File: config.mk
export PLATFORM = sky130hd
export DESIGN_NAME = face_capture_unit
export DESIGN_NICKNAME = d
export VERILOG_FILES = /design/src/rtl/face_capture_unit.sv
export SDC_FILE = /design/constraint.sdc
export NUM_CORES = 1
export LEC_CHECK = 0
export CORE_ASPECT_RATIO = 0.6
export CORE_MARGIN = 10
export CORE_UTILIZATION = 35
export CTS_CLUSTER_SIZE = 30
export DETAILED_ROUTE_END_ITERATION = 16
export PLACE_DENSITY = 0.57
export SYNTH_ARGS = -nofsm -noshare
export SYNTH_HDL_FRONTEND = slang
export SYNTH_SLANG_ARGS = --single-unit
File: constraint.sdc
create_clock -name Clk -period 21.7 [get_ports Clk]
set_input_delay 6.51 -clock Clk [delete_from_list [all_inputs] [get_ports Clk]]
set_output_delay 6.51 -clock Clk [all_outputs]
set_load 0.02 [all_outputs]
File: src/rtl/face_capture_unit.sv
// Face capture datapath for the cube-scan sequencer: samples the nine sticker
// centers of each face, classifies them into color codes and stores 54 codes.
module face_capture_unit #(
    parameter logic [10:0] X0    = 11'd220,
    parameter logic [10:0] Y0    = 11'd140,
    parameter logic [10:0] PITCH = 11'd100,
    parameter logic [9:0]  HI_TH = 10'd600,
    parameter logic [9:0]  LO_TH = 10'd300
) (
    input  logic        Clk,
    input  logic        Reset,
    input  logic        ds,
    input  logic        gc,
    input  logic        cs,
    input  logic        cc,
    input  logic        algstart,
    input  logic [10:0] iX,
    input  logic [10:0] iY,
    input  logic [9:0]  iR,
    input  logic [9:0]  iG,
    input  logic [9:0]  iB,
    input  logic        iDVAL,
    output logic        busy,
    output logic [2:0]  face_idx,
    output logic        check_valid,
    output logic        check_ok,
    output logic        all_done,
    input  logic [5:0]  rd_addr,
    output logic [2:0]  rd_data
);

    localparam logic [10:0] X1 = X0 + PITCH;
    localparam logic [10:0] X2 = X0 + PITCH + PITCH;
    localparam logic [10:0] Y1 = Y0 + PITCH;
    localparam logic [10:0] Y2 = Y0 + PITCH + PITCH;

    typedef enum logic [2:0] {
        ST_IDLE     = 3'd0,
        ST_ARM      = 3'd1,
        ST_SAMPLE   = 3'd2,
        ST_CLASSIFY = 3'd3,
        ST_CHECK    = 3'd4
    } state_t;

    function automatic logic [2:0] classify(input logic [9:0] r, input logic [9:0] g,
                                            input logic [9:0] b);
        logic [2:0] code;
        if ((r > HI_TH) && (g > HI_TH) && (b > HI_TH)) begin
            code = 3'd0;
        end else if ((r > HI_TH) && (g > HI_TH) && (b < LO_TH)) begin
            code = 3'd1;
        end else if ((r > HI_TH) && (g < LO_TH) && (b < LO_TH)) begin
            code = 3'd2;
        end else if ((r > HI_TH) && (g >= LO_TH) && (g <= HI_TH) && (b < LO_TH)) begin
            code = 3'd3;
        end else if ((g > HI_TH) && (r < LO_TH)) begin
            code = 3'd4;
        end else if ((b > HI_TH) && (r < LO_TH)) begin
            code = 3'd5;
        end else begin
            code = 3'd7;
        end
        return code;
    endfunction

    state_t      r_state;
    state_t      w_state_next;
    logic        r_pend_gc, r_pend_cs, r_pend_cc;
    logic        w_pend_gc_next, w_pend_cs_next, w_pend_cc_next;
    logic        r_busy, w_busy_next;
    logic [8:0]  r_sv;
    logic [29:0] r_samp [0:8];
    logic [2:0]  r_store [0:53];
    logic [2:0]  r_centers [0:5];
    logic [3:0]  r_k;
    logic        r_cls_run;
    logic        r_bad;
    logic [2:0]  r_face_idx;
    logic        r_check_valid, r_check_ok, r_all_done;
    logic [2:0]  r_rd_data;

    logic        w_en, w_ds, w_gc_acc, w_cs_acc, w_cc_acc;
    logic        w_frame_start;
    logic        w_col_hit, w_row_hit;
    logic [1:0]  w_col, w_row;
    logic [3:0]  w_samp_idx;
    logic        w_samp_hit;
    logic        w_samp_en, w_cls_start, w_cls_write, w_check_fire;
    logic [3:0]  w_k_idx;
    logic [29:0] w_pix;
    logic [2:0]  w_code;
    logic        w_wr_en;
    logic [5:0]  w_wr_addr;
    logic [2:0]  w_cur_center;
    logic        w_dup;
    logic        w_ok;
    logic [2:0]  w_face_next;

    assign w_en          = (r_face_idx != 3'd6);
    assign w_ds          = ds & w_en;
    assign w_gc_acc      = gc & w_en & ((r_state != ST_SAMPLE) | w_ds);
    assign w_cs_acc      = cs & w_en;
    assign w_cc_acc      = cc & w_en;
    assign w_frame_start = iDVAL & (iX == 11'd0) & (iY == 11'd0);

    // Decode the pixel position into a sticker row/column.
    always_comb begin
        w_col_hit = 1'b1;
        w_row_hit = 1'b1;
        w_col     = 2'd0;
        w_row     = 2'd0;
        if (iX == X0) begin
            w_col = 2'd0;
        end else if (iX == X1) begin
            w_col = 2'd1;
        end else if (iX == X2) begin
            w_col = 2'd2;
        end else begin
            w_col_hit = 1'b0;
        end
        if (iY == Y0) begin
            w_row = 2'd0;
        end else if (iY == Y1) begin
            w_row = 2'd1;
        end else if (iY == Y2) begin
            w_row = 2'd2;
        end else begin
            w_row_hit = 1'b0;
        end
    end

    assign w_samp_idx = ({2'b00, w_row} * 4'd3) + {2'b00, w_col};
    assign w_samp_hit = w_samp_en & iDVAL & w_col_hit & w_row_hit & ~w_ds;

    // Sticker currently being classified; missing samples become unknown.
    assign w_k_idx   = (r_k < 4'd9) ? r_k : 4'd0;
    assign w_pix     = r_samp[w_k_idx];
    assign w_code    = r_sv[w_k_idx] ? classify(w_pix[29:20], w_pix[19:10], w_pix[9:0]) : 3'd7;
    assign w_wr_en   = w_cls_write & ~Reset;
    assign w_wr_addr = ({3'b000, r_face_idx} * 6'd9) + {2'b00, r_k};

    assign w_cur_center = (r_face_idx < 3'd6) ? r_centers[r_face_idx] : 3'd7;

    // Compare this face's center against the centers of earlier faces.
    always_comb begin
        w_dup = 1'b0;
        for (int i = 0; i < 6; i++) begin
            if ((3'(i) < r_face_idx) && (r_centers[i] == w_cur_center)) begin
                w_dup = 1'b1;
            end else begin
                w_dup = w_dup;
            end
        end
    end

    assign w_ok        = ~r_bad & ~w_dup;
    assign w_face_next = w_check_fire ? (r_face_idx + 3'd1) : r_face_idx;

    // Next-state, pending-flag and step-enable logic.
    always_comb begin
        w_state_next   = r_state;
        w_pend_gc_next = r_pend_gc;
        w_pend_cs_next = r_pend_cs;
        w_pend_cc_next = r_pend_cc;
        w_samp_en      = 1'b0;
        w_cls_start    = 1'b0;
        w_cls_write    = 1'b0;
        w_check_fire   = 1'b0;
        case (r_state)
            ST_IDLE: begin
                w_state_next = ST_IDLE;
            end
            ST_ARM: begin
                if (r_pend_gc && w_frame_start) begin
                    w_state_next   = ST_SAMPLE;
                    w_pend_gc_next = 1'b0;
                end else begin
                    w_state_next = ST_ARM;
                end
            end
            ST_SAMPLE: begin
                w_samp_en = 1'b1;
                if ((&r_sv) || w_frame_start) begin
                    w_state_next = ST_CLASSIFY;
                end else begin
                    w_state_next = ST_SAMPLE;
                end
            end
            ST_CLASSIFY: begin
                if (r_cls_run) begin
                    w_cls_write = 1'b1;
                    if (r_k == 4'd8) begin
                        w_state_next = ST_CHECK;
                    end else begin
                        w_state_next = ST_CLASSIFY;
                    end
                end else if (r_pend_cs) begin
                    w_cls_start    = 1'b1;
                    w_pend_cs_next = 1'b0;
                end else begin
                    w_state_next = ST_CLASSIFY;
                end
            end
            ST_CHECK: begin
                if (r_pend_cc) begin
                    w_check_fire   = 1'b1;
                    w_pend_cc_next = 1'b0;
                    w_state_next   = ST_IDLE;
                end else begin
                    w_state_next = ST_CHECK;
                end
            end
            default: begin
                w_state_next = ST_IDLE;
            end
        endcase
        // A new detect-start discards everything queued for the old face.
        if (w_ds) begin
            w_state_next   = ST_ARM;
            w_pend_gc_next = 1'b0;
            w_pend_cs_next = 1'b0;
            w_pend_cc_next = 1'b0;
        end else begin
            w_state_next = w_state_next;
        end
        w_pend_gc_next = w_pend_gc_next | w_gc_acc;
        w_pend_cs_next = w_pend_cs_next | w_cs_acc;
        w_pend_cc_next = w_pend_cc_next | w_cc_acc;
        w_busy_next    = (w_state_next != ST_IDLE) | w_pend_gc_next | w_pend_cs_next
                         | w_pend_cc_next;
    end

    // FSM state register.
    always_ff @(posedge Clk) begin
        if (Reset) begin
            r_state <= ST_IDLE;
        end else begin
            r_state <= w_state_next;
        end
    end

    // Control, sequencing and status registers.
    always_ff @(posedge Clk) begin
        if (Reset) begin
            r_pend_gc     <= 1'b0;
            r_pend_cs     <= 1'b0;
            r_pend_cc     <= 1'b0;
            r_busy        <= 1'b0;
            r_sv          <= 9'd0;
            r_k           <= 4'd0;
            r_cls_run     <= 1'b0;
            r_bad         <= 1'b0;
            r_face_idx    <= 3'd0;
            r_check_valid <= 1'b0;
            r_check_ok    <= 1'b0;
            r_all_done    <= 1'b0;
        end else begin
            r_pend_gc <= w_pend_gc_next;
            r_pend_cs <= w_pend_cs_next;
            r_pend_cc <= w_pend_cc_next;
            r_busy    <= w_busy_next;
            if (w_ds) begin
                r_sv <= 9'd0;
            end else if (w_samp_hit) begin
                r_sv[w_samp_idx] <= 1'b1;
            end
            if (w_cls_start) begin
                r_k   <= 4'd0;
                r_bad <= 1'b0;
            end else if (w_cls_write) begin
                r_k   <= r_k + 4'd1;
                r_bad <= r_bad | (w_code == 3'd7);
            end
            r_cls_run     <= (w_state_next == ST_CLASSIFY) & (r_cls_run | w_cls_start);
            r_check_valid <= w_check_fire;
            if (w_check_fire) begin
                r_check_ok <= w_ok;
            end
            r_face_idx <= w_face_next;
            r_all_done <= (w_face_next == 3'd6);
        end
    end

    // Pixel samples, cube store and per-face centers hold data only.
    always_ff @(posedge Clk) begin
        if (!Reset && w_samp_hit) begin
            r_samp[w_samp_idx] <= {iR, iG, iB};
        end
        if (w_wr_en) begin
            r_store[w_wr_addr] <= w_code;
            if (r_k == 4'd4) begin
                r_centers[r_face_idx] <= w_code;
            end
        end
    end

    // Solver read port, gated by the solver phase.
    always_ff @(posedge Clk) begin
        if (Reset) begin
            r_rd_data <= 3'd0;
        end else if (!algstart) begin
            r_rd_data <= 3'd0;
        end else if (rd_addr > 6'd53) begin
            r_rd_data <= 3'd7;
        end else begin
            r_rd_data <= r_store[rd_addr];
        end
    end

    assign busy        = r_busy;
    assign face_idx    = r_face_idx;
    assign check_valid = r_check_valid;
    assign check_ok    = r_check_ok;
    assign all_done    = r_all_done;
    assign rd_data     = r_rd_data;

endmodule

Word level (Yosys, flattened, before mapping)
Memories as Yosys holds them, arrays and structs flattened. A register that Yosys moved wholly into a read port is not among the register bits.
Index checks and enable logic that the tools add are counted.
- bits in registers: 31
- bits in latches: 0
- memory bits (writable): 450
- ROM bits: 0
- input bits: 66
- output and inout port bits: 10
- logic and storage cells: 188
- memories kept: 3
- memories (memory ; depth ; width ; rd ports ; clocked after memory_dff ; wr ports ; line ; RTL):
    r_samp ; 9 ; 30 ; 1 ; 0 ; 1 ; 72 ; logic [29:0] r_samp [0:8];
    r_store ; 54 ; 3 ; 1 ; 0 ; 1 ; 73 ; logic [2:0] r_store [0:53];
    r_centers ; 6 ; 3 ; 7 ; 1 ; 1 ; 74 ; logic [2:0] r_centers [0:5];
- $add $sub $neg: 4
- $mul: 2
- div/mod/pow operators: 0
- order comparisons: 20
- equal/unequal tests: 23
- shift-type cells: 0
- mux-type cells: 65
- bitwise operators: 29
- reductions and logical operators: 28
- operators by type and width (cell ; count):
    3-bit 2-to-1 mux ; 14
    1-bit 2-to-1 mux ; 38
    11-bit by 8-bit equality test with 1-bit output (second input constant) ; 3
    11-bit by 9-bit equality test with 1-bit output (second input constant) ; 3
    10-bit greater-than comparator (second input constant) ; 3
    10-bit by 9-bit < comparator with 1-bit output (second input constant) ; 3
    11-bit logical NOT ; 2
    1-bit logical AND ; 19
    3-bit equality test ; 6
    2-bit 2-to-1 mux ; 9
    1-bit AND ; 14
    3-bit one-hot mux with 4 select lines ; 1
    10-bit by 9-bit greater-or-equal comparator with 1-bit output (second input constant) ; 1
    10-bit less-or-equal comparator (second input constant) ; 1
    4-bit by 5-bit < comparator with 1-bit output (second input constant) ; 2
    3-bit by 2-bit equality test with 1-bit output (second input constant) ; 3
    3-bit equality test (second input constant) ; 3
    1-bit OR ; 9
    9-bit OR ; 1
    9-bit AND reduction ; 1
    6-bit by 4-bit adder with 6-bit output ; 1
    6-bit greater-than comparator (second input constant) ; 1
    1-bit by 3-bit < comparator with 1-bit output (first input constant) ; 2
    2-bit by 3-bit < comparator with 1-bit output (first input constant) ; 2
    22 further kinds ; 29

Longest topological paths before layout
Gate-level depths: netlist (run 1).
An unclocked memory read counts as a cell.
- depth after elaboration: 14
- gate-level depth with buffers: 15
- mapped depth without buffers: 14

Least setup slack after synthesis (run 1)
OpenSTA, ideal clock, no wires.
- path type: input-to-reg
- from: input port iX[9]
- to: memory r_samp[6][0], enable pin
- library setup time: 0.455 ns
- arrival time: 10.862 ns
- required time: 21.245 ns
- slack: 10.383 ns
- cell stages on the path: 11
- path buffers: 0
- cells stage by stage: nor4_1 > nand3_1 > or2_2 > fa_1 > inv_1 > ha_1 > inv_1 > fa_1 > nor2_1 > nand2_1 > nor3_1
- longest elaborated chain between the ends: 10
- elaborated cells on any way between the ends: 16
- classes of those cells: 1 x add/sub; 3 x eq/ne; 8 x mux; 3 x bitwise; 1 x reduce/logical
- ends and longest elaborated chain (element ; line ; RTL):
    from (decl) ; 17 ; input logic [10:0] iX,
    11-bit by 9-bit equality test with 1-bit output ; 116 ; end else if (iX == X2) begin
    1-bit 2-to-1 mux ; 116 ;
    1-bit 2-to-1 mux ; 114 ; end else if (iX == X1) begin
    1-bit 2-to-1 mux ; 112 ; if (iX == X0) begin
    1-bit AND (3 in series) ; 133 ; assign w_samp_hit = w_samp_en & iDVAL & w_col_hit & w_row_hit & ~w_ds;
    1-bit logical AND ; 286 ; if (!Reset && w_samp_hit) begin
    1-bit 2-to-1 mux ; 286 ;
    1-bit 2-to-1 mux (implied by the code) ; 287 ; r_samp[w_samp_idx] <= {iR, iG, iB};
    to (decl) ; 72 ;
Several ways; a longest one is shown, not always the timed one.

Worst setup path in the final report (run 1)
- from: input port iY[2]
- to: memory r_samp[7][16], enable pin
- longest elaborated chain between the ends: 9
- elaborated cells on any way between the ends: 16
- classes of those cells: 1 x add/sub; 1 x mul; 3 x eq/ne; 8 x mux; 2 x bitwise; 1 x reduce/logical
- ends and longest elaborated chain (element ; line ; RTL):
    from (decl) ; 18 ; input logic [10:0] iY,
    branches (longest 9 deep; another with 2-bit by 2-bit multiplier with 4-bit output) ; n/a ;
Parallel ways; which one is timed is not known.

==> results_dict.tcl, run 1 <==
set metrics [dict create \
    run_status "finished clean" \
    timing.rr.end "r_centers[5][0]" \
    place_area_um2 21600 \
    ctsHtreeMaxLevel 2 \
    tightest_slew_ps 1170 \
    ys_top_cells_by_area "sky130_fd_sc_hd__edfxtp_1 67%, sky130_fd_sc_hd__mux4_2 7.3%, sky130_fd_sc_hd__dfxtp_1 3.1%, sky130_fd_sc_hd__nor2_1 2.3%, sky130_fd_sc_hd__mux2i_1 1.1%" \
    synth.top_cells.by_count "450 x sky130_fd_sc_hd__edfxtp_1, 125 x sky130_fd_sc_hd__nor2_1, 65 x sky130_fd_sc_hd__mux4_2" \
    synth_seq_cells 481 \
    finalSetupViolCount 0 \
    sum_of_net_half_perimeters_after_detailed_placement_um 30000 \
    cp_data_required_time_ps 21870 \
    die_y_um 205 \
    p_per_cell_area_nw_per_um2 79.8 \
    first_iter_violations 1053 \
    postLayoutCoreUtil_pct 41.1 \
    grt_util_all_layers_pct 14.0 \
    insertion_delay_ps 570 \
    cts_setup_buffers 0 \
    worst_setup_slack_before_clock_tree_synthesis_ps 10910 \
    die_width_um 329 \
    postLayoutSetupSlackWorst_ps 11480 \
    synth-xor-area-share_pct 1.14 \
    grt_setup_unrepaired "no" \
    worst_vdd_drop_mv 0.0492 \
    final_antenna_net_count 0 \
    synth-async-reset-ratio_pct 0 \
    synth_compound_gate_area_share_pct 7.90 \
    syn-mean-instance-area_um2 16.3 \
    initial_utilization_pct 35.6 \
    netlist_instances 1230 \
    ff2ff_setup_slack_ps 17120 \
    timing.reg2reg.worst_path_depth 13 \
    synth-simple-area-share_pct 7.47 \
    grt_pass1_wl_um 72700 \
    synth_largest_area_cell "sky130_fd_sc_hd__edfxtp_1" \
    mappedNetlistNets 1312 \
    antenna_found_initial 2 \
    vias 11355 \
    synthAdderAreaFrac_pct 1.11 \
    maxCapViolCount 0 \
    area_of_the_die_um2 67500 \
    via_count_of_the_first_global_routing_pass 11206 \
    cts_buffers 47 \
    cts-resized-gates 0 \
    cp_num_cells 11 \
    cellLeakagePower_nw 6.37 \
    io_pins 76 \
    cts-hold-fix-buffers 0 \
    routabilityCongestion 0.806 \
    post-route-drc-count 0 \
    worst_path_clk_slew_ps 60 \
    critical_path_endpoint_category "flop" \
    number_of_flops_mapped_to_enable_cells_by_yosys 450 \
    final_nets 1398 \
    synth.yosys.seq_area_share_pct 70.5 \
    cp.arrival_ps 10390 \
    cpLargestDelayFamily "simple AND/OR/NAND/NOR gates" \
    synthMuxAreaShare_pct 9.71 \
    cts.root.buffer_cell "sky130_fd_sc_hd__clkbuf_16" \
    stdcell_area_um2 23100 \
    std_cell_rows 67 \
    synth_area_um2 20000 \
    wl_per_cell_um 22.7 \
    fin_tns_setup_ps 0 \
    achievable-frequency_mhz 97.9 \
    yosys.area.top_type_share_pct 67.4 \
    synthToLayoutAreaGrowth_pct 15.3 \
    timing.final.crit_period_ps 10220 \
    io_buffer_count 75 \
    critical_path.n_buffers_inverters 3 \
    critical_path.startpoint_type "input port" \
    cp-endpoint "r_samp[7][16]" \
    synth.yosys.warnings 0 \
    detail_route.first_pass.iterations 7 \
    clock_skew_ps 28.1 \
    max-slew-margin-rel_pct 22.0 \
    count_of_final_max_slew_check_failures 0 \
    maximum_fanout_along_the_worst_path 30 \
    dominant_combinational_cell_family_by_area_after_synthesis "multiplexers" \
    avgViaCountPerCell 5.38 \
    tritoncts "built" \
    cts_max_path_buffers 3 \
    worstPathCellList "clkdlybuf4s50_1 > nor4_1 > nand4_1 > fa_1 > inv_1 > ha_1 > inv_1 > fa_1 > nor2_1 > nand2_1 > nor2_4" \
    globalRoute.totalOverflow 0 \
    core_um2 56300 \
    worst_path_max_delay_cell "sky130_fd_sc_hd__nor2_4" \
    path_class "in -> reg" \
    pin_count_of_the_biggest_net_entering_global_routing 62 \
    worst_r2r_startpoint "r_k[0]" \
    period_utilisation_layout_pct 47.1 \
    post_route_cells_drive_above_1_share_pct 14.8 \
    routed_wl_um 47900 \
    hold_class "reg -> reg" \
    synth.distinct_cells 83 \
    fill_cells 4971 \
    slowest_stage_delay_cp_ps 870 \
    clock_sink_count 481 \
    yosys_most_used_dff "sky130_fd_sc_hd__edfxtp_1" \
    yosysMostFrequentCell "sky130_fd_sc_hd__edfxtp_1" \
    setup.worst_path.start "iY[2]" \
    final-hold-violation-count 0 \
]
metal layers:
| layer | track usage, % | vias up | share of wire [%] |
|---|---|---|---|
| met4 | 2.63 | 2 | 1.2 |
| li1 | - | 5100 | - |
| met2 | 19.8 | 389 | 42 |
| met5 | 0 | - | 0.015 |
| met1 | 21.7 | 5808 | 49 |
| met3 | 2.97 | 56 | 7.6 |
layout make-up:
| type | count | area [um^2] | share of cell area [%] |
|---|---|---|---|
| repair buffers | 97 | 906 | 3.92 |
| flip-flops and latches | 481 | 14100 | 61.2 |
| clock buffers | 55 | 1220 | 5.26 |
| diodes | 1 | 2.50 | 0.0108 |
| well taps | 759 | 950 | 4.11 |
| multi-input cells | 670 | 5550 | 24.0 |
| inverters | 19 | 71.3 | 0.309 |
| clock inverters | 27 | 268 | 1.16 |
per-stage QoR:
stage,hold slack [ps],instances,total power [W]
2_1_floorplan,442,1230,0.00104
5_1_grt,529,2108,0.00190
3_5_place_dp,483,2026,0.00106
6_report,490,2109,0.00184
4_1_cts,498,2108,0.00186
3_3_place_gp,488,2026,0.00106
worst min path at each step:
| stage | start | endpoint | slack [ps] | cells past startpoint |
|---|---|---|---|---|
| after global routing | check_ok | check_ok | 530 | 2 |
| after global placement | check_ok | check_ok | 490 | 2 |
| after CTS | check_ok | check_ok | 500 | 2 |
| after detailed placement | check_ok | check_ok | 480 | 2 |
| final | r_bad | r_bad | 490 | 1 |
| after floorplan | r_bad | r_bad | 440 | 1 |
kinds of logic after synthesis:
family / after synthesis
compound gates: 216
xor+xnor: 26
fa+ha+maj: 16
buf+inv: 79
flops: 481
mux: 106
simple gates: 306
power by group:
group / switching (W) / total [W] / internal, W
Clock: 0.000341 / 0.000800 / 0.000459
Combinational: 0.0000195 / 0.0000360 / 0.0000165
Sequential: 0.000000565 / 0.00101 / 0.00101
placed cells by master, fill, tap and decap left out, drive strengths merged, types with 6 or more instances in the layout:
cell / count
or2: 6
o211ai: 8
o22ai: 14
mux2: 15
nand2: 46
nor2: 125
mux2i: 23
xnor2: 17
clkdlybuf4s50: 73
xor2: 9
mux4: 68
a31oi: 10
nor3: 29
o21a: 7
inv: 21
nand4: 6
o221ai: 9
a22oi: 18
a21oi: 39
ha: 13
nand2b: 10
or3: 8
a221oi: 15
buf: 24
nor2b: 19
a211oi: 21
edfxtp: 450
dfxtp: 31
and2: 6
clkbuf: 55
nor4: 10
clkinv: 19
nand3: 20
o21ai: 26
state kept, by name (all words and copies together), names as in the netlist:
| name | cells |
|---|---|
| r_store | 162 |
| r_sv | 9 |
| r_k | 4 |
| busy | 1 |
| r_pend_cs | 1 |
| check_valid | 1 |
| check_ok | 1 |
| r_samp | 270 |
| all_done | 1 |
| r_centers | 18 |
| r_pend_cc | 1 |
| face_idx | 3 |
| r_cls_run | 1 |
| r_pend_gc | 1 |
| r_state | 3 |
| r_bad | 1 |
| rd_data | 3 |
Note: power is estimated with default switching activity, not from simulation.
==> run 2: changes to the inputs <==
Clock period 21.7 ns to 9.7 ns, I/O delays scaled along.
==> run 2 against run 1 <==
Compared with the run above: first-iteration DRC count increased by 19%; hold slack improved by 2.3 ps; clock skew increased by 13 ps; via count decreased by 0.48%; worst setup slack got worse by 8300 ps; highest routed layer unchanged; wire length about the same; largest power group unchanged; sequential cell count unchanged; total power increased by 130%; sequential share of layout area decreased by 0.28 points; largest cell class unchanged; cell count increased by 0.24%; clock power increased by 130%.
==> results_dict.tcl, run 2 (synthesized netlist as in run 1, its figures left out) <==
set metrics [dict create \
    run_status "finished clean" \
    post_route_cells_drive_above_1_share_pct 15.5 \
    fin_tns_setup_ps 0 \
    clock_sink_count 481 \
    tritoncts "built" \
    count_of_final_max_slew_check_failures 0 \
    final_antenna_net_count 0 \
    std_cell_rows 67 \
    maximum_fanout_along_the_worst_path 30 \
    switching_share_pct 19.7 \
    power.internal_w 0.00338 \
    sequentialPowerShare_pct 53.5 \
    clock_skew_ps 41.3 \
    pwr-share-comb_pct 1.9 \
    period_utilisation_layout_pct 67.6 \
    cp.arrival_ps 6710 \
    worst_path_clk_slew_ps 60 \
    stdcell_area_um2 23200 \
    die_width_um 329 \
    timing.reg2reg.worst_path_depth 13 \
    cp_data_required_time_ps 9860 \
    final-hold-violation-count 0 \
    vias 11300 \
    grt_setup_unrepaired "no" \
    antenna_found_initial 2 \
    timing.hold.worst_endpoint "check_ok" \
    achievable-frequency_mhz 153 \
    avgViaCountPerCell 5.35 \
    routabilityCongestion 0.804 \
    ff2ff_setup_slack_ps 5070 \
    detail_route.first_pass.iterations 6 \
    area_of_the_die_um2 67500 \
    timing.rr.end "r_store[46][0]" \
    place_area_um2 21600 \
    worst_vdd_drop_mv 0.137 \
    insertion_delay_ps 580 \
    postLayoutCoreUtil_pct 41.3 \
    grt_util_all_layers_pct 14.0 \
    core_um2 56300 \
    switching_power_w 0.000832 \
    cts-hold-fix-buffers 0 \
    min_delay_path_depth 2 \
    largest_register "r_samp" \
    io_pins 76 \
    layout_commonest_cell "sky130_fd_sc_hd__edfxtp_1" \
    die_y_um 205 \
    routed_wl_um 47900 \
    cts_buffers 47 \
    cts_setup_buffers 0 \
    io_buffer_count 75 \
    ctsHtreeMaxLevel 2 \
    wl_per_cell_um 22.7 \
    layout.cells.most_common_list "450 x sky130_fd_sc_hd__edfxtp_1, 119 x sky130_fd_sc_hd__nor2_1, 73 x sky130_fd_sc_hd__clkdlybuf4s50_1" \
    final_nets 1398 \
    cts_max_path_buffers 3 \
    sum_of_net_half_perimeters_after_detailed_placement_um 30200 \
    tightest_slew_ps 1230 \
    critical_path.startpoint_type "input port" \
    pin_count_of_the_biggest_net_entering_global_routing 62 \
    post-route-drc-count 0 \
    cell_count_post_placement 2026 \
    share_clk_of_total_power_pct 44.6 \
    fill_cells 5010 \
    cts.root.buffer_cell "sky130_fd_sc_hd__clkbuf_16" \
    hp-start "check_ok" \
    p_per_cell_area_nw_per_um2 182 \
    finalSetupViolCount 0 \
    cts-resized-gates 0 \
    stdcell_count 2114 \
    synthToLayoutAreaGrowth_pct 15.8 \
    maxCapViolCount 0 \
    path_class "in -> reg" \
    globalRoute.totalOverflow 0 \
    hold_slack_ps 492 \
    cellLeakagePower_nw 6.43 \
    timing.final.crit_period_ps 6550 \
    initial_utilization_pct 35.6 \
    max-slew-margin-rel_pct 18.1 \
    grt_pass1_wl_um 73200 \
    top_regs "r_samp: 270 flops, r_store: 162 flops, r_centers: 18 flops" \
    largest_reg_flops 270 \
    first_iter_violations 1248 \
    via_count_of_the_first_global_routing_pass 11384 \
    critical_path_endpoint_category "flop" \
    hold_class "reg -> reg" \
    worst_r2r_startpoint "r_k[1]" \
]
run 2: changes by cell type in the layout (fill, tap and decap cells not counted), sizes merged:
cell and delta:
clkbuf +2, inv -2, bufinv +1, clkinvlp +1
clkinv +3
run 2: routing by layer:
metal | global-route usage (%) | wire length, um | vias up | share of wire (%)
met2 | 20.1 | 20200 | 392 | 42
met1 | 21.7 | 23500 | 5745 | 49
met4 | 2.69 | 671 | 2 | 1.4
met3 | 2.71 | 3480 | 59 | 7.3
li1 | - | - | 5102 | -
met5 | 0 | 7 | - | 0.015
run 2: worst max-delay path by stage:
| stage | cells past startpoint | slack, ps | from | to |
|---|---|---|---|---|
| 4_1_cts | 11 | 3120 | iY[2] | r_samp[7][16] |
| 3_5_place_dp | 11 | 2520 | iY[2] | r_samp[7][9] |
| 3_3_place_gp | 12 | 2580 | iX[9] | r_samp[7][9] |
| 5_1_grt | 11 | 2800 | iY[2] | r_samp[7][2] |
| 2_1_floorplan | 11 | 1980 | iX[9] | r_samp[6][0] |
| 6_report | 10 | 3150 | iY[2] | r_samp[5][19] |
run 2: layout make-up:
| type | instances | area (um^2) | share of cell area [%] |
|---|---|---|---|
| Multi-Input combinational cell | 670 | 5550 | 23.9 |
| Clock buffer | 57 | 1260 | 5.45 |
| Tap cell | 759 | 950 | 4.09 |
| Clock inverter | 30 | 327 | 1.41 |
| Timing Repair Buffer | 97 | 906 | 3.90 |
| Antenna cell | 1 | 2.50 | 0.0108 |
| Inverter | 19 | 71.3 | 0.307 |
| Sequential cell | 481 | 14100 | 60.9 |
run 2: power groups by stage:
stage	logic, W	registers [W]	clock network (W)
floorplan	0.0000256	0.00230	0
global placement	0.0000803	0.00230	0
detailed placement	0.0000818	0.00230	0
CTS	0.0000818	0.00226	0.00191
global route	0.0000872	0.00225	0.00200
finish	0.0000806	0.00226	0.00188
run 2: worst max-delay path: stages:
cell	delay [ps]
sky130_fd_sc_hd__clkdlybuf4s50_1	450
sky130_fd_sc_hd__nor4_1	420
sky130_fd_sc_hd__nand4_1	270
sky130_fd_sc_hd__fa_1	600
sky130_fd_sc_hd__inv_1	40
sky130_fd_sc_hd__ha_1	180
sky130_fd_sc_hd__inv_1	60
sky130_fd_sc_hd__fa_1	510
sky130_fd_sc_hd__nand2b_1	280
sky130_fd_sc_hd__nor2_4	970
run 2: per-stage QoR:
step	total power [W]	setup slack, ps
final	0.00422	3150
after global routing	0.00434	2800
after CTS	0.00425	3120
after detailed placement	0.00238	2520
after global placement	0.00238	2580
after floorplan	0.00233	1980
==> run 3: changes to the inputs <==
Settings changed: PLACE_DENSITY 0.57 to 0.58.
Clock period 9.7 ns to 5.6 ns, I/O delays scaled along.
==> run 3 against run 2 <==
Compared with the run above: total power rose by 70%; cell count is 0.28% higher; register-to-register slack lost 3800 ps; clock skew shrank 14 ps; critical path depth increased by 2; die area stayed put; hold slack improved by 12 ps; non-clock buffer count increased by 12; final area up 0.54%; critical path type unchanged; highest routed layer unchanged.
==> results_dict.tcl, run 3 (synthesized netlist as in run 1, its figures left out) <==
set metrics [dict create \
    run_status "finished clean" \
    hp-start "r_sv[2]" \
    std_cell_rows 67 \
    post-route-drc-count 0 \
    cts-resized-gates 0 \
    critical_path.startpoint_type "input port" \
    avgViaCountPerCell 5.39 \
    grt_pass1_wl_um 74100 \
    post-layout-total-power_w 0.00716 \
    layout_commonest_cell "sky130_fd_sc_hd__edfxtp_1" \
    largest_register "r_samp" \
    layout.cells.most_common_list "450 x sky130_fd_sc_hd__edfxtp_1, 119 x sky130_fd_sc_hd__nor2_1, 73 x sky130_fd_sc_hd__clkdlybuf4s50_1" \
    clock_skew_ps 27.6 \
    clock_sink_count 481 \
    timing.final.crit_period_ps 4970 \
    final_nets 1409 \
    worstPathCellList "clkdlybuf4s50_1 > nor4_1 > nand4_1 > fa_1 > inv_1 > ha_1 > inv_1 > fa_1 > nor2_1 > nand2_1 > nor3_4 > buf_12" \
    cts_max_path_buffers 3 \
    initial_utilization_pct 35.6 \
    worst_r2r_startpoint "r_k[0]" \
    fill_cells 4960 \
    sum_of_net_half_perimeters_after_detailed_placement_um 32400 \
    die_y_um 205 \
    cts.root.buffer_cell "sky130_fd_sc_hd__clkbuf_16" \
    period_utilisation_layout_pct 88.8 \
    worst_vdd_drop_mv 0.219 \
    slowest_stage_delay_cp_ps 620 \
    num_antenna_cells 0 \
    fin_tns_setup_ps 0 \
    critical_path_endpoint_category "flop" \
    routed_wl_um 49000 \
    cp.arrival_ps 5220 \
    antenna_found_initial 1 \
    maxCapViolCount 0 \
    hold_class "reg -> reg" \
    setup.worst_path.start "iY[2]" \
    post_route_cells_drive_above_1_share_pct 15.4 \
    worst_path_max_delay_cell "sky130_fd_sc_hd__fa_1" \
    synthToLayoutAreaGrowth_pct 16.5 \
    cts_buffers 46 \
    pin_count_of_the_biggest_net_entering_global_routing 61 \
    area_of_the_die_um2 67500 \
    finalSetupViolCount 0 \
    tightest_slew_ps 897 \
    io_pins 76 \
    die_width_um 329 \
    cpLargestDelayFamily "simple AND/OR/NAND/NOR gates" \
    first_iter_violations 1266 \
    vias 11437 \
    final_antenna_net_count 0 \
    cts-hold-fix-buffers 0 \
    p_per_cell_area_nw_per_um2 307 \
    worst_path_clk_slew_ps 60 \
    max-slew-margin-rel_pct 40.1 \
    path_class "in -> reg" \
    detail_route.first_pass.iterations 7 \
    tritoncts "built" \
    largest_reg_flops 270 \
    routabilityCongestion 0.792 \
    final-hold-violation-count 0 \
    wl_per_cell_um 23.1 \
    globalRoute.totalOverflow 0 \
    via_count_of_the_first_global_routing_pass 11349 \
    critical_path.n_buffers_inverters 4 \
    cellLeakagePower_nw 6.44 \
    count_of_final_max_slew_check_failures 0 \
    core_um2 56300 \
    grt_util_all_layers_pct 14.3 \
    cts_setup_buffers 0 \
    achievable-frequency_mhz 201 \
    ctsHtreeMaxLevel 2 \
    grt_setup_unrepaired "no" \
    insertion_delay_ps 580 \
    io_buffer_count 75 \
    maximum_fanout_along_the_worst_path 30 \
    cp_data_required_time_ps 5850 \
    top_regs "r_samp: 270 flops, r_store: 162 flops, r_centers: 18 flops" \
]
## run 3: cell count changes in the layout (fill, tap and decap cells not counted), moves of 2 or more
cell	before	now
sky130_fd_sc_hd__buf_12	0	10
sky130_fd_sc_hd__buf_4	22	24
sky130_fd_sc_hd__clkbuf_1	6	13
sky130_fd_sc_hd__clkbuf_16	48	46
sky130_fd_sc_hd__clkbuf_8	3	0
sky130_fd_sc_hd__clkinv_2	14	4
sky130_fd_sc_hd__nor3_2	2	0
sky130_fd_sc_hd__nor3_4	0	2
## run 3: final cells by class
class	instances	area [um^2]	share of cell area, %
clock inverters	23	287	1.23
multi-input cells	670	5570	23.9
well taps	759	950	4.07
repair buffers	109	1120	4.80
clock buffers	59	1200	5.14
inverters	19	71.3	0.306
flip-flops and latches	481	14100	60.6
## run 3: power breakdown
group	switching (W)	leakage (nW)	total [W]	internal, W
combinational	0.0000791	2.05	0.000144	0.0000645
clock	0.00135	0.710	0.00311	0.00176
sequential	0.00000213	3.68	0.00391	0.00390
## run 3: per-layer routing
layer / track usage [%] / wire, um / vias up
li1: - / - / 5120
met5: 0 / 13 / -
met3: 3.52 / 3780 / 66
met2: 20.0 / 20400 / 404
met4: 3.06 / 799 / 2
met1: 22.0 / 24100 / 5845
## run 3: final timing paths
path | end | slack [ps] | cells past startpoint
setup / recovery | r_samp[6][5] | 630 | 12
hold / removal | r_sv[2] | 500 | 1
setup reg to reg | r_centers[3][1] | 1250 | 14
hold reg to reg | r_sv[2] | 500 | 1
## run 3: stage by stage
stage / hold WS (ps) / utilization [%] / setup WS (ps) / instances / cell area, um^2
2_1_floorplan: 442 / - / 15.2 / 1230 / 20100
3_3_place_gp: 474 / 38.8 / 239 / 2038 / 21900
3_5_place_dp: 490 / 38.8 / 100 / 2038 / 21900
4_1_cts: 505 / 41.5 / 687 / 2120 / 23300
5_1_grt: 538 / 41.5 / 482 / 2120 / 23300
6_report: 504 / 41.5 / 626 / 2120 / 23300
